[config.mk]
export PLATFORM = sky130hd
export DESIGN_NAME = arbitro_operacoes
export DESIGN_NICKNAME = d
export VERILOG_FILES = /design/src/rtl/arbitro_pkg.sv /design/src/rtl/arbitro_rr.sv /design/src/rtl/arbitro_operacoes.sv
export SDC_FILE = /design/constraint.sdc
export NUM_CORES = 1
export LEC_CHECK = 0
export BUFFER_PORTS_ARGS = -buffer_cell sky130_fd_sc_hd__clkbuf_2
export CORE_MARGIN = 3
export CORE_UTILIZATION = 49
export DETAILED_ROUTE_END_ITERATION = 7
export GPL_ROUTABILITY_DRIVEN = 0
export PLACE_DENSITY = 0.82
export SKIP_LAST_GASP = 1
export SYNTH_ARGS = -nofsm -noshare
export SYNTH_HDL_FRONTEND = slang
export SYNTH_SLANG_ARGS = --single-unit
[constraint.sdc]
create_clock -name clk -period 1.6 [get_ports clk]
set_input_delay 0.16 -clock clk [delete_from_list [all_inputs] [get_ports clk]]
set_output_delay 0.16 -clock clk [all_outputs]
set_load 0.02 [all_outputs]
[src/rtl/arbitro_pkg.sv]
// arbitro_pkg: opcodes and FSM states shared by the vector-operation arbiter
package arbitro_pkg;

    localparam logic [1:0] OP_OR_BIT  = 2'b00;
    localparam logic [1:0] OP_OR_LOG  = 2'b01;
    localparam logic [1:0] OP_NOT_CAT = 2'b10;
    localparam logic [1:0] OP_ILEGAL  = 2'b11;

    typedef enum logic [1:0] {
        OCIOSO,
        EXECUTA,
        ENTREGA
    } estado_t;

endpackage

[src/rtl/arbitro_rr.sv]
// arbitro_rr: two-input round-robin grant, the pointer picks the winner on ties
module arbitro_rr (
    input  logic [1:0] req,
    input  logic       pointer,
    input  logic       enable,
    output logic [1:0] grant,
    output logic       grant_idx
);

    // a lone requester always wins; with both asserted the pointer decides
    always_comb begin
        grant     = !enable ? 2'b00 : (req == 2'b11) ? (pointer ? 2'b10 : 2'b01) : req;
        grant_idx = grant[1];
    end

endmodule

[src/rtl/arbitro_operacoes.sv]
// arbitro_operacoes: shares one vector-logic unit between two requesters in round-robin order
module arbitro_operacoes
    import arbitro_pkg::*;
#(
    parameter int WIDTH = 3,
    parameter int CNT_W = 8
) (
    input  logic               clk,
    input  logic               rst,
    input  logic [1:0]         req_valid,
    output logic [1:0]         req_ready,
    input  logic [WIDTH-1:0]   req_a0,
    input  logic [WIDTH-1:0]   req_b0,
    input  logic [WIDTH-1:0]   req_a1,
    input  logic [WIDTH-1:0]   req_b1,
    input  logic [1:0]         req_op0,
    input  logic [1:0]         req_op1,
    output logic               res_valid,
    input  logic               res_ready,
    output logic [2*WIDTH-1:0] res_data,
    output logic               res_id,
    output logic               res_erro,
    output logic [CNT_W-1:0]   total_ops
);

    estado_t              state_q;
    logic                 ptr_q;
    logic [WIDTH-1:0]     a_q, b_q;
    logic [1:0]           op_q;
    logic                 id_q;
    logic [2*WIDTH-1:0]   res_data_q, res_data_d;
    logic                 res_erro_q, res_erro_d;
    logic [CNT_W-1:0]     total_q;
    logic [1:0]           grant;
    logic                 grant_idx;

    arbitro_rr u_rr (
        .req       (req_valid),
        .pointer   (ptr_q),
        .enable    (state_q == OCIOSO),
        .grant     (grant),
        .grant_idx (grant_idx)
    );

    // operation unit evaluated on the latched request
    always_comb begin
        res_data_d = (op_q == OP_OR_BIT)  ? {{WIDTH{1'b0}}, a_q | b_q} :
                     (op_q == OP_OR_LOG)  ? {{(2*WIDTH-1){1'b0}}, (|a_q) || (|b_q)} :
                     (op_q == OP_NOT_CAT) ? ~{b_q, a_q} : '0;
        res_erro_d = (op_q == OP_ILEGAL);
    end

    // accept, execute and deliver; reset discards any in-flight result
    always_ff @(posedge clk or posedge rst) begin
        if (rst) begin
            state_q    <= OCIOSO;
            ptr_q      <= 1'b0;
            a_q        <= '0;
            b_q        <= '0;
            op_q       <= '0;
            id_q       <= 1'b0;
            res_data_q <= '0;
            res_erro_q <= 1'b0;
            total_q    <= '0;
        end else begin
            case (state_q)
                OCIOSO: if (|grant) begin
                    a_q     <= grant_idx ? req_a1 : req_a0;
                    b_q     <= grant_idx ? req_b1 : req_b0;
                    op_q    <= grant_idx ? req_op1 : req_op0;
                    id_q    <= grant_idx;
                    ptr_q   <= !grant_idx;
                    state_q <= EXECUTA;
                end
                EXECUTA: begin
                    res_data_q <= res_data_d;
                    res_erro_q <= res_erro_d;
                    state_q    <= ENTREGA;
                end
                ENTREGA: if (res_ready) begin
                    total_q <= total_q + 1'b1;
                    state_q <= OCIOSO;
                end
                default: state_q <= OCIOSO;
            endcase
        end
    end

    assign req_ready = grant;
    assign res_valid = (state_q == ENTREGA);
    assign res_data  = res_data_q;
    assign res_id    = id_q;
    assign res_erro  = res_erro_q;
    assign total_ops = total_q;

endmodule

**Word-level counts from Yosys, hierarchy flattened**

Index checks and enable logic that the tools add are counted.

- Word-level logic and storage cells: 42
- Register bits after elaboration: 27
- RAM bits: 0
- Memories: 0
- Memory bits (read-only): 0
- Latch bits: 0

- Multipliers: 0
- $lt $le $gt $ge: 0
- Add/sub/neg operators: 1
- Divide/modulo/power cells: 0
- Bitwise operators: 2
- Shifts and indexed selects: 0
- Equal/unequal tests: 8
- Reduce and logical (&&, ||, !) cells: 10
- Mux-type cells: 12

Operators with widths:

| kind | count |
|---|---|
| $mux 6 | 3 |
| $mux 2 | 6 |
| $add 8x1->8 const B | 1 |
| $eq 2x2->1 const B | 4 |
| $mux 3 | 2 |
| $not 6->6 | 1 |
| $pmux 2 s3 | 1 |
| $reduce_and 2->1 | 3 |
| $reduce_or 3->1 | 2 |
| $eq 2x1->1 const B | 2 |
| $logic_not 2->1 | 2 |
| $or 3x3->3 | 1 |
| $ne 2x1->1 const B | 1 |
| $ne 2x2->1 const B | 1 |
| $reduce_or 2->1 | 1 |
| $logic_not 1->1 | 1 |
| $logic_or 1x1->1 | 1 |

**Logic depth before layout (Yosys ltp)**

Gate-level depths: netlist of run 1.

- Depth after elaboration: 6
- Depth in mapped cells: 4
- Gate-level depth less buffers: 4

**Cells and area by module**

Synthesis of run 1 repeated with hierarchy kept, for this count alone.

- Cell total of the unflattened synthesis: 105
- Area, all modules: 1260.0 um2

Modules (own cells, without submodules):

| module | seq. area each (um2) | cells an instance | area each (um2) | instances |
|---|---|---|---|---|
| arbitro_operacoes | 675.6 | 99 | 1231.2 | 1 |
| arbitro_rr | 0.0 | 6 | 28.8 | 1 |

**Worst setup path after synthesis of run 1**

No wires, ideal clock.

- Path kind: register to register
- Start point: reg state_q[1]
- End point: reg a_q[0]
- Required time: 1.534 ns
- Stages on the path, launching flop included: 4
- Library setup time: 0.066 ns
- Clock period less this slack: 1.339 ns
- Path buffers: 0
- Path slack: 0.261 ns
- Arrival: 1.273 ns
- Cell sequence: dfrtp_1 or3b_4 a21oi_4 a221o_1

- Word-level cells in the longest chain between the ends: 4

RTL lines:

| what | RTL line | source |
|---|---|---|
| start, declared | arbitro_operacoes.sv:26 | `estado_t state_q;` |
| start signal, assigned | arbitro_operacoes.sv:56 | `state_q <= OCIOSO;` |
| start signal, assigned | arbitro_operacoes.sv:73 | `state_q <= EXECUTA;` |
| start signal, assigned | arbitro_operacoes.sv:78 | `state_q <= ENTREGA;` |
| $logic_not 2->1 | arbitro_operacoes.sv:40 | `.enable (state_q == OCIOSO),` |
| $mux 2 | arbitro_rr.sv:12 | `grant = !enable ? 2'b00 : (req == 2'b11) ? (pointer ? 2'b10 : 2'b01) : req;` |
| named net req_ready[0] | arbitro_operacoes.sv:11 | `output logic [1:0] req_ready,` |
| $reduce_or 2->1 | arbitro_operacoes.sv:67 | `OCIOSO: if (\|grant) begin` |
| $reduce_and 2->1 (no line) | n/a |  |
| end signal, assigned | arbitro_operacoes.sv:68 | `a_q <= grant_idx ? req_a1 : req_a0;` |
| end, declared | arbitro_operacoes.sv:28 | `logic [WIDTH-1:0] a_q, b_q;` |

The timed path passes the listed nets, and every way through them passes these cells.
A chain may end at the register's enable or synchronous reset.

**Worst setup path after layout of run 1**

- Start point: reg state_q[1]
- End point: out req_ready[0]

- Word-level cells in the longest chain between the ends: 2

RTL lines:

| what | RTL line |
|---|---|
| $logic_not 2->1 | arbitro_operacoes.sv:40 |
| $mux 2 | arbitro_rr.sv:12 |
| end, declared | arbitro_operacoes.sv:11 |

No other way between the ends.

==> impl_metrics.json, run 1 <==
{
  "setup_violations": 1,
  "h-tree-depth": 1,
  "crit_path_max_incr_delay_ps": 430,
  "ant_nets": 0,
  "wl_per_cell_um": 14.4,
  "ys_ff_latch": 27,
  "dr.pass1.iters": 4,
  "p_int_mw": 1.70,
  "antenna_found_initial": 0,
  "vias": 1036,
  "start_kind": "flop",
  "tns_ps": -34.3,
  "powerDensity_nw_per_um2": 1860,
  "power_mw": 2.92,
  "synth_area_leaders": "dfrtp_1, a221o_1, a21boi_0, nand2_1, xor2_1",
  "p_sw_share_pct": 41.6,
  "cp.arrival_ps": 1470,
  "synth_top_area_share_pct": 54.6,
  "combPwrFrac_pct": 47.5,
  "track_usage_pct": 18.6,
  "worstPathRequired_ps": 1440,
  "met3_usage_pct": 3.91,
  "multi_input_area_sq_um": 519,
  "netSwitchingPower_mw": 1.21,
  "syn_nets": 135,
  "viasPerCell": 5.48,
  "cp-end-kind": "primary output",
  "die_h_um": 56.3,
  "worst_slew_pin_slew_ps": 337,
  "period_needed_ps": 1630,
  "busiest_layer": "met2",
  "die_x_um": 56.3,
  "final_max_slew_viol_count": 0,
  "final_nets": 184,
  "start_util_pct": 53.9,
  "synth.avg_cell_area_sq_um": 11.0,
  "area_delta_synth_final_pct": 26.6,
  "synth.distinct_cells": 33,
  "crit_slowest_cell": "dfrtp_1",
  "dpl_worst_slack_ps": 225,
  "portBuffers": 39,
  "hold_viol": 0,
  "yosys_warnings": 0,
  "grt-ovfl-total": 0,
  "drt_iter0_drc": 22,
  "dpl.hpwl_um": 2000,
  "outcome": "finished with violations",
  "violations": "negative setup slack",
  "ioPinCount": 40,
  "ir_drop_v": 0.00138,
  "clkTransAtPathRegs_ps": 140,
  "die-area_sq_um": 3160,
  "antenna_cells": 0,
  "clock_skew_ps": 2.74,
  "clk_latency_ps": 330,
  "max_freq_mhz": 612,
  "setup_ws_ps": -34.3,
  "clockRootBuffer": "clkbuf_4",
  "core.rowCount": 17,
  "clockBufferDepth": 2,
  "p_leak_nw": 0.797,
  "grt_pass1_vias": 1072,
  "postLayoutCoreUtil_pct": 68.2,
  "critPathMaxFanout": 4,
  "grt_max_degree": 28,
  "synth_largest_area_cell": "dfrtp_1",
  "drive_above_1_share_pct": 37.3,
  "hold-worst-slack_ps": 52.7,
  "p_clk_share_pct": 10.3,
  "drc": 0,
  "cts_tree": "built",
  "core-area_sq_um": 2300,
  "use_met2_pct": 34.2,
  "cts_sinks": 27,
  "seqPwrFrac_pct": 42.2,
  "seqCellArea_sq_um": 676,
  "grt_pass1_wl_um": 4770,
  "path_cells": "or3b_4 -> a21oi_4 -> buf_8",
  "fin_crit_sh_pct": 102,
  "syn_area_sq_um": 1240,
  "use_met1_pct": 22.4,
  "n_fill_cell": 189,
  "yosysSeqAreaShare_pct": 54.6,
  "slew_headroom_pct": 77.5,
  "hold_class": "input port to flop",
  "grt_setup_unrepaired": "true",
  "netlist_instances": 113,
  "cts-buffers-inserted": 3,
  "maxCapViolCount": 0,
  "path_class": "flop to primary output",
  "wl_um": 2720
}
==> synthesized netlist by cell type <==
cell,number
a21bo_2,1
a21boi_0,7
a21oi_1,5
a21oi_4,1
a221o_1,8
a22oi_1,1
and2_1,1
and2b_1,1
and3_1,1
buf_2,2
buf_4,1
clkbuf_1,3
dfrtp_1,27
ha_1,1
inv_1,5
mux2_2,1
nand2_1,13
nand2b_1,2
nand3_1,1
nand4b_1,1
nor2_1,3
nor3_1,2
nor4_2,1
o21ai_0,8
o21bai_1,1
o311ai_1,1
o31ai_1,2
or2_2,1
or3_1,2
or3b_4,1
or4_1,1
xnor2_1,2
xor2_1,5
==> layer usage <==
| layer | vias up | share of wire, % |
|---|---|---|
| li1 | 499 | - |
| met1 | 496 | 42 |
| met2 | 37 | 51 |
| met3 | 4 | 6.2 |
| met4 | 0 | 1.3 |
| met5 | - | 0 |
==> final timing paths <==
kind / start / end / slack (ps) / cells after the start
worst max-delay path: state_q[1] / req_ready[0] / -30 / 3
min in group asynchronous: rst / res_data[4] / 390 / 4
max in group asynchronous: rst / state_q[1] / 960 / 4
worst min register to register: total_ops[7] / total_ops[7] / 480 / 1
worst max register to register: state_q[1] / b_q[1] / 20 / 6
worst min-delay path: req_a1[1] / a_q[1] / 50 / 2
==> sequential cells by signal, summed over array words and instances, names as in the netlist <==
register,count
a_q,3
b_q,3
op_q,2
ptr_q,1
res_data,6
res_erro,1
res_id,1
state_q,2
total_ops,8
==> timing repair <==
action                                  in CTS  in global routing
gates resized for setup                      3                  2
gates cloned                                 0                  0
buffers inserted                             4                  2
endpoints found under the setup margin       2                  2
hold endpoints to repair                    27                  0
hold buffers                                 1                  0
pin swaps                                    0                  1
==> logic make-up (layout without fill, tap and decap cells) <==
group | Yosys count | after routing | synth area share, %
DFF | 27 | 27 | 54.6
and+or+nand+nor | 31 | 31 | 13.4
AOI/OAI and AO/OA | 35 | 35 | 21.2
buffers and inverters | 11 | 59 | 3.84
muxes | 1 | 1 | 0.910
adders and majority gates | 1 | 1 | 1.01
xor gates and xnor gates | 7 | 7 | 4.95
==> critical path: cells and delay by family (launching register included) <==
| family | cells | cell delay (ps) |
|---|---|---|
| buffers and inverters | 1 | 130 |
| and+or+nand+nor | 1 | 420 |
| DFF | 1 | 430 |
| AOI/OAI and AO/OA | 1 | 160 |
==> metrics by stage <==
step	cells	instance area, sq um
final	189	1570
after global routing	189	1570
after CTS	187	1550
after detailed placement	178	1470
after global placement	178	1470
after floorplan	113	1240
==> final cells by class <==
cell class	count	share of cell area (%)
clock buffer	3	1.44
clock inverter	1	0.319
inverter	5	1.20
multi-input combinational	75	33.1
sequential	27	43.1
tap	28	2.24
timing repair buffer	50	18.5
==> power by group through the flow <==
stage | combinational [mW] | sequential [mW] | clock (mW)
finish | 1.39 | 1.23 | 0.300
global route | 1.53 | 1.28 | 0.334
CTS | 1.36 | 1.23 | 0.295
detailed placement | 1.26 | 1.25 | 0
global placement | 1.22 | 1.22 | 0
floorplan | 0.733 | 1.36 | 0
==> layout by cell type (no fill, tap or decap), drive strengths merged <==
cell type     n
and2b         1
clkinv        1
a22oi         1
o21bai        1
and3          1
nor2          3
and2          1
or3b          1
inv           5
nor4          1
xnor2         2
a21bo         1
nand4b        1
o31ai         2
or4           1
clkbuf       41
ha            1
dlygate4sd3   1
a221o         8
mux2          1
buf          11
dfrtp        27
xor2          5
nor3          2
nand2        13
or3           2
or2           1
a21oi         6
nand2b        2
a21boi        7
o21ai         8
o311ai        1
nand3         1
Power figures use the tool's default switching activity.
==> inputs of run 2 (changes only) <==
--- a/config.mk
+++ b/config.mk
@@ -6,11 +6,13 @@
 export NUM_CORES = 1
 export LEC_CHECK = 0
 export BUFFER_PORTS_ARGS = -buffer_cell sky130_fd_sc_hd__clkbuf_2
+export CELL_PAD_IN_SITES_DETAIL_PLACEMENT = 2
+export CELL_PAD_IN_SITES_GLOBAL_PLACEMENT = 2
 export CORE_MARGIN = 3
-export CORE_UTILIZATION = 49
+export CORE_UTILIZATION = 32
 export DETAILED_ROUTE_END_ITERATION = 7
 export GPL_ROUTABILITY_DRIVEN = 0
-export PLACE_DENSITY = 0.82
+export PLACE_DENSITY = 0.86
 export SKIP_LAST_GASP = 1
 export SYNTH_ARGS = -nofsm -noshare
 export SYNTH_HDL_FRONTEND = slang
==> constraint.sdc (replaced) <==
create_clock -name clk -period 1.96 [get_ports clk]
set_input_delay 0.196 -clock clk [delete_from_list [all_inputs] [get_ports clk]]
set_output_delay 0.196 -clock clk [all_outputs]
set_load 0.02 [all_outputs]
==> run 2 against run 1 <==
  * The flow now finishes without violations
  * Non-clock buffer count decreased by 7
  * Worst hold slack improved by 100 ps
  * Register-to-register slack improved by 520 ps
  * Clock skew increased by 2.5 ps
  * Via count decreased by 1.4%
  * Die area increased by 47%
  * Worst setup slack improved by 180 ps
  * Combinational power decreased by 23%
  * First-iteration DRC count decreased by 18%
  * Sequential power decreased by 16%
  * Clock power increased by 4%
==> impl_metrics.json, run 2 (synthesized netlist as in run 1, its figures left out) <==
{
  "path_class": "flop to primary output",
  "wl_per_cell_um": 16.9,
  "dpl.hpwl_um": 2670,
  "p_leak_nw": 0.767,
  "hold_class": "input port to flop",
  "dpl_worst_slack_ps": 432,
  "core-area_sq_um": 3520,
  "drive_above_1_share_pct": 33.8,
  "grt-ovfl-total": 0,
  "powerDensity_nw_per_um2": 1570,
  "ioPinCount": 40,
  "largest_reg_flops": 8,
  "clkTransAtPathRegs_ps": 90,
  "power_mw": 2.41,
  "antenna_found_initial": 0,
  "hold_viol": 0,
  "critPathMaxFanout": 10,
  "slew_headroom_pct": 76.4,
  "worst_slew_pin_slew_ps": 354,
  "cp-end-kind": "primary output",
  "start_util_pct": 35.1,
  "setup_ws_ps": 149,
  "drt_iter0_drc": 18,
  "die-area_sq_um": 4650,
  "die_h_um": 68.2,
  "cts-buffers-inserted": 3,
  "layout_common_cells": "clkbuf_2, dfrtp_1, nand2_1",
  "final_max_slew_viol_count": 0,
  "min_path_cells": 2,
  "dr.pass1.iters": 2,
  "r2r-start": "b_q[0]",
  "grt_pass1_vias": 1096,
  "final_nets": 177,
  "grt_pass1_wl_um": 5510,
  "core.rowCount": 21,
  "cp.arrival_ps": 1620,
  "final_common_cell": "clkbuf_2",
  "cts_tree": "built",
  "outcome": "complete, no violations",
  "setup_violations": 0,
  "track_usage_pct": 16.0,
  "cp-startpoint": "state_q[1]",
  "clockBufferDepth": 2,
  "maxCapViolCount": 0,
  "ant_nets": 0,
  "cts_setup_buffers": 0,
  "dp.cells": 195,
  "layoutNonFillerInstCount": 200,
  "start_kind": "flop",
  "wl_um": 3390,
  "antenna_cells": 0,
  "reg2reg_slack_ps": 540,
  "tns_ps": 0,
  "viasPerCell": 5.11,
  "drc": 0,
  "max_freq_mhz": 552,
  "portBuffers": 39,
  "vias": 1021,
  "grt_setup_unrepaired": "false",
  "multi_input_area_sq_um": 514,
  "die_x_um": 68.2,
  "fin_crit_sh_pct": 92.4,
  "clk_latency_ps": 270,
  "period_needed_ps": 1810,
  "ir_drop_v": 0.000580,
  "n_fill_cell": 398,
  "area_delta_synth_final_pct": 24.5,
  "h-tree-depth": 1,
  "seqCellArea_sq_um": 676,
  "r2r-end": "res_data[0]",
  "worstPathRequired_ps": 1760,
  "clockRootBuffer": "clkbuf_8",
  "clock_skew_ps": 5.26,
  "endpoint": "req_ready[0]",
  "grt_max_degree": 28,
  "reg2reg_depth": 3,
  "cts_sinks": 27
}
[run 2: worst max-delay path, stage by stage (launching register included)]
cell      delay, ps
dfrtp_1         430
or3b_4          430
a21oi_4         260
clkbuf_2        230
[run 2: metal layers]
| metal | vias to the layer above | share of wire, % | wire length (um) | track usage, % |
|---|---|---|---|---|
| met4 | 0 | 0.80 | 27 | 3.72 |
| li1 | 483 | - | - | - |
| met5 | - | 0 | 0 | 0 |
| met2 | 25 | 50 | 1680 | 27.9 |
| met3 | 2 | 3.8 | 130 | 2.96 |
| met1 | 511 | 46 | 1550 | 20.4 |
[run 2: how the worst min path moves through the flow]
stage / from / to / slack (ps)
floorplan: rst / a_q[0] / 250
global placement: rst / total_ops[7] / 250
detailed placement: rst / res_data[3] / 260
CTS: req_op0[1] / op_q[1] / 150
global route: req_op0[1] / op_q[1] / 150
finish: req_op0[1] / op_q[1] / 160
[run 2: area by class of cell]
class / instances / share of cell area [%]
clock inverter: 1 / 0.325
inverter: 5 / 1.22
timing repair buffer: 43 / 14.8
multi-input combinational: 75 / 33.4
sequential: 27 / 43.9
tap: 46 / 3.74
clock buffer: 3 / 2.68
[run 2: timing repair]
| action | in CTS | in global routing |
|---|---|---|
| hold buffers | 1 | 0 |
| hold endpoints to repair | 27 | 0 |
| resized for setup | 0 | 0 |
[run 2: where the power goes]
part / switching [mW] / total [mW] / internal, mW / leakage [nW]
clock: 0.170 / 0.313 / 0.142 / 0.0255
sequential: 0.242 / 1.03 / 0.790 / 0.342
combinational: 0.623 / 1.07 / 0.443 / 0.399
[run 2: per-stage QoR]
stage	hold WS, ps	instance area [sq um]	utilization, %
2_1_floorplan	249	1240	-
3_3_place_gp	252	1480	42.1
3_5_place_dp	260	1480	42.1
4_1_cts	148	1540	43.7
5_1_grt	153	1540	43.7
6_report	156	1540	43.7
==> inputs of run 3 (changes only) <==
--- a/config.mk
+++ b/config.mk
@@ -5,14 +5,15 @@
 export SDC_FILE = /design/constraint.sdc
 export NUM_CORES = 1
 export LEC_CHECK = 0
+export ABC_AREA = 1
 export BUFFER_PORTS_ARGS = -buffer_cell sky130_fd_sc_hd__clkbuf_2
 export CELL_PAD_IN_SITES_DETAIL_PLACEMENT = 2
 export CELL_PAD_IN_SITES_GLOBAL_PLACEMENT = 2
 export CORE_MARGIN = 3
-export CORE_UTILIZATION = 32
+export CORE_UTILIZATION = 30
 export DETAILED_ROUTE_END_ITERATION = 7
 export GPL_ROUTABILITY_DRIVEN = 0
-export PLACE_DENSITY = 0.86
+export PLACE_DENSITY = 0.87
 export SKIP_LAST_GASP = 1
 export SYNTH_ARGS = -nofsm -noshare
 export SYNTH_HDL_FRONTEND = slang
==> constraint.sdc (replaced) <==
create_clock -name clk -period 1.96 [get_ports clk]
set_input_delay 0.196 -clock clk [delete_from_list [all_inputs] [get_ports clk]]
set_output_delay 0.196 -clock clk [all_outputs]
set_load 0.01 [all_outputs]
==> run 3 against run 2 <==
  * Fmax increased by 11%
  * Worst setup slack improved by 180 ps
  * Non-clock buffer count decreased by 2
  * Via count increased by 17%
  * Register-to-register slack improved by 150 ps
  * First-iteration DRC count increased by 130%
  * Critical path depth increased by 1
  * Count of clock-buffer cells in the layout increased by 1
  * Largest cell class unchanged
==> impl_metrics.json, run 3 <==
{
  "cp.arrival_ps": 1440,
  "post-synth-top-count-cell": "nand2_1",
  "synth_area_leaders": "dfrtp_1, nand2_1, nand3_1, inv_1, nor2_1",
  "ioPinCount": 40,
  "yosys-top-cells-count": "nand2_1, dfrtp_1, nand3_1, inv_1, nor2_1",
  "ant_nets": 0,
  "grt_pass1_wl_um": 6450,
  "largest_reg_flops": 8,
  "synth_largest_area_cell": "dfrtp_1",
  "grt_pass1_vias": 1332,
  "wl_um": 3740,
  "drt_iter0_drc": 42,
  "core-area_sq_um": 4060,
  "cp-startpoint": "state_q[1]",
  "h-tree-depth": 1,
  "post_dp_cell_area_sq_um": 1550,
  "outcome": "complete, no violations",
  "area_delta_synth_final_pct": 24.3,
  "crit_path_max_incr_delay_ps": 480,
  "dr.pass1.iters": 4,
  "netlist_instances": 157,
  "final_nets": 224,
  "max_freq_mhz": 612,
  "hold_viol": 0,
  "worstPathRequired_ps": 1760,
  "cp-end-kind": "primary output",
  "r2r-start": "total_ops[3]",
  "p_leak_nw": 0.859,
  "worst_slew_pin_slew_ps": 410,
  "powerDensity_nw_per_um2": 1420,
  "clockRootBuffer": "clkbuf_8",
  "hold_start": "req_b1[2]",
  "r2r-end": "total_ops[6]",
  "endpoint": "req_ready[1]",
  "ys.flop_type": "dfrtp_1",
  "syn_nets": 179,
  "antenna_cells": 0,
  "setup_ws_ps": 326,
  "synth_edf_count": 0,
  "reg2reg_depth": 7,
  "die-area_sq_um": 5110,
  "final_area_sq_um": 1600,
  "synth.avg_cell_area_sq_um": 8.20,
  "viasPerCell": 4.78,
  "ctsResizeCount": 0,
  "clk_latency_ps": 280,
  "cts_tree": "built",
  "wl_per_cell_um": 14.9,
  "die_x_um": 71.5,
  "vias": 1199,
  "start_kind": "flop",
  "drc": 0,
  "dpl_worst_slack_ps": 628,
  "critPathMaxFanout": 10,
  "maxCapViolCount": 0,
  "clkTransAtPathRegs_ps": 90,
  "die_h_um": 71.5,
  "path_class": "flop to primary output",
  "final_common_cell": "nand2_1",
  "synth.distinct_cells": 19,
  "synth_top_area_share_pct": 52.5,
  "setup_violations": 0,
  "cts_setup_buffers": 0,
  "yosys_warnings": 0,
  "hold-worst-slack_ps": 123,
  "tns_ps": 0,
  "portBuffers": 39,
  "crit_slowest_cell": "dfrtp_1",
  "track_usage_pct": 15.8,
  "layout_common_cells": "nand2_1, clkbuf_2, dfrtp_1",
  "dpl.hpwl_um": 2860,
  "final_max_slew_viol_count": 0,
  "yosysSeqAreaShare_pct": 52.5,
  "drive_above_1_share_pct": 27.4,
  "period_needed_ps": 1630,
  "hold_class": "input port to flop",
  "ir_drop_v": 0.000490,
  "synth_async_sr_flop_share_pct": 100,
  "ys_ff_latch": 27,
  "slew_headroom_pct": 72.6,
  "syn_area_sq_um": 1290,
  "path_cells": "nor2_2 -> nand3_1 -> inv_2 -> clkbuf_2",
  "grt-ovfl-total": 0,
  "start_util_pct": 31.7,
  "cts-buffers-inserted": 3,
  "core.rowCount": 23,
  "fin_crit_sh_pct": 83.4,
  "clock_skew_ps": 3.24,
  "grt_max_degree": 28,
  "holdBufCountCts": 1,
  "reg2reg_slack_ps": 690,
  "cts_sinks": 27,
  "grt_setup_unrepaired": "false",
  "clockBufferDepth": 2,
  "antenna_found_initial": 0
}
run 3: per-stage QoR:
stage	std cells	power, mW	util, %
detailed placement	246	1.95	38.1
global route	251	2.47	39.4
global placement	246	1.86	38.1
CTS	251	2.30	39.4
finish	251	2.27	39.4
floorplan	157	1.58	-
run 3: cell families after synthesis:
kind of cell             Yosys count  synth area share (%)
flip-flops                        27                  52.5
adder cells (fa/ha/maj)            1                 0.972
AO/OA/AOI/OAI                     12                  5.83
AND/OR/NAND/NOR                   96                  33.1
XOR/XNOR                           3                  2.04
buffers and inverters             18                  5.54
run 3: area by class of cell:
cell class,instances,area [sq um]
clock buffers,4,45.0
fillers,473,2460
inverters,17,63.8
well taps,50,62.6
flip-flops and latches,27,676
repair buffers,41,213
multi-input cells,112,541
run 3: per-layer routing:
| layer | GRT usage (%) | up-vias | part of all wire, % |
|---|---|---|---|
| met1 | 20.2 | 579 | 45 |
| met2 | 27.6 | 30 | 50 |
| li1 | - | 585 | - |
| met3 | 1.96 | 5 | 3.9 |
| met5 | 0 | - | 0 |
| met4 | 5.01 | 0 | 1.4 |
run 3: worst max-delay path, delay by kind of cell (launching register included):
kind / cells / cell delay (ps)
buffers and inverters: 2 / 330
flip-flops: 1 / 480
AND/OR/NAND/NOR: 2 / 340
run 3: where the power goes:
part,switching [mW],internal [mW]
logic,0.592,0.340
registers,0.229,0.779
clock network,0.179,0.146
total,1.00,1.27
run 3: worst min path at each step:
stage | end | slack [ps] | cells past startpoint
2_1_floorplan | a_q[0] | 250 | 1
3_3_place_gp | res_data[1] | 260 | 3
3_5_place_dp | res_data[4] | 260 | 3
4_1_cts | b_q[1] | 120 | 3
5_1_grt | b_q[1] | 140 | 3
6_report | b_q[2] | 120 | 3
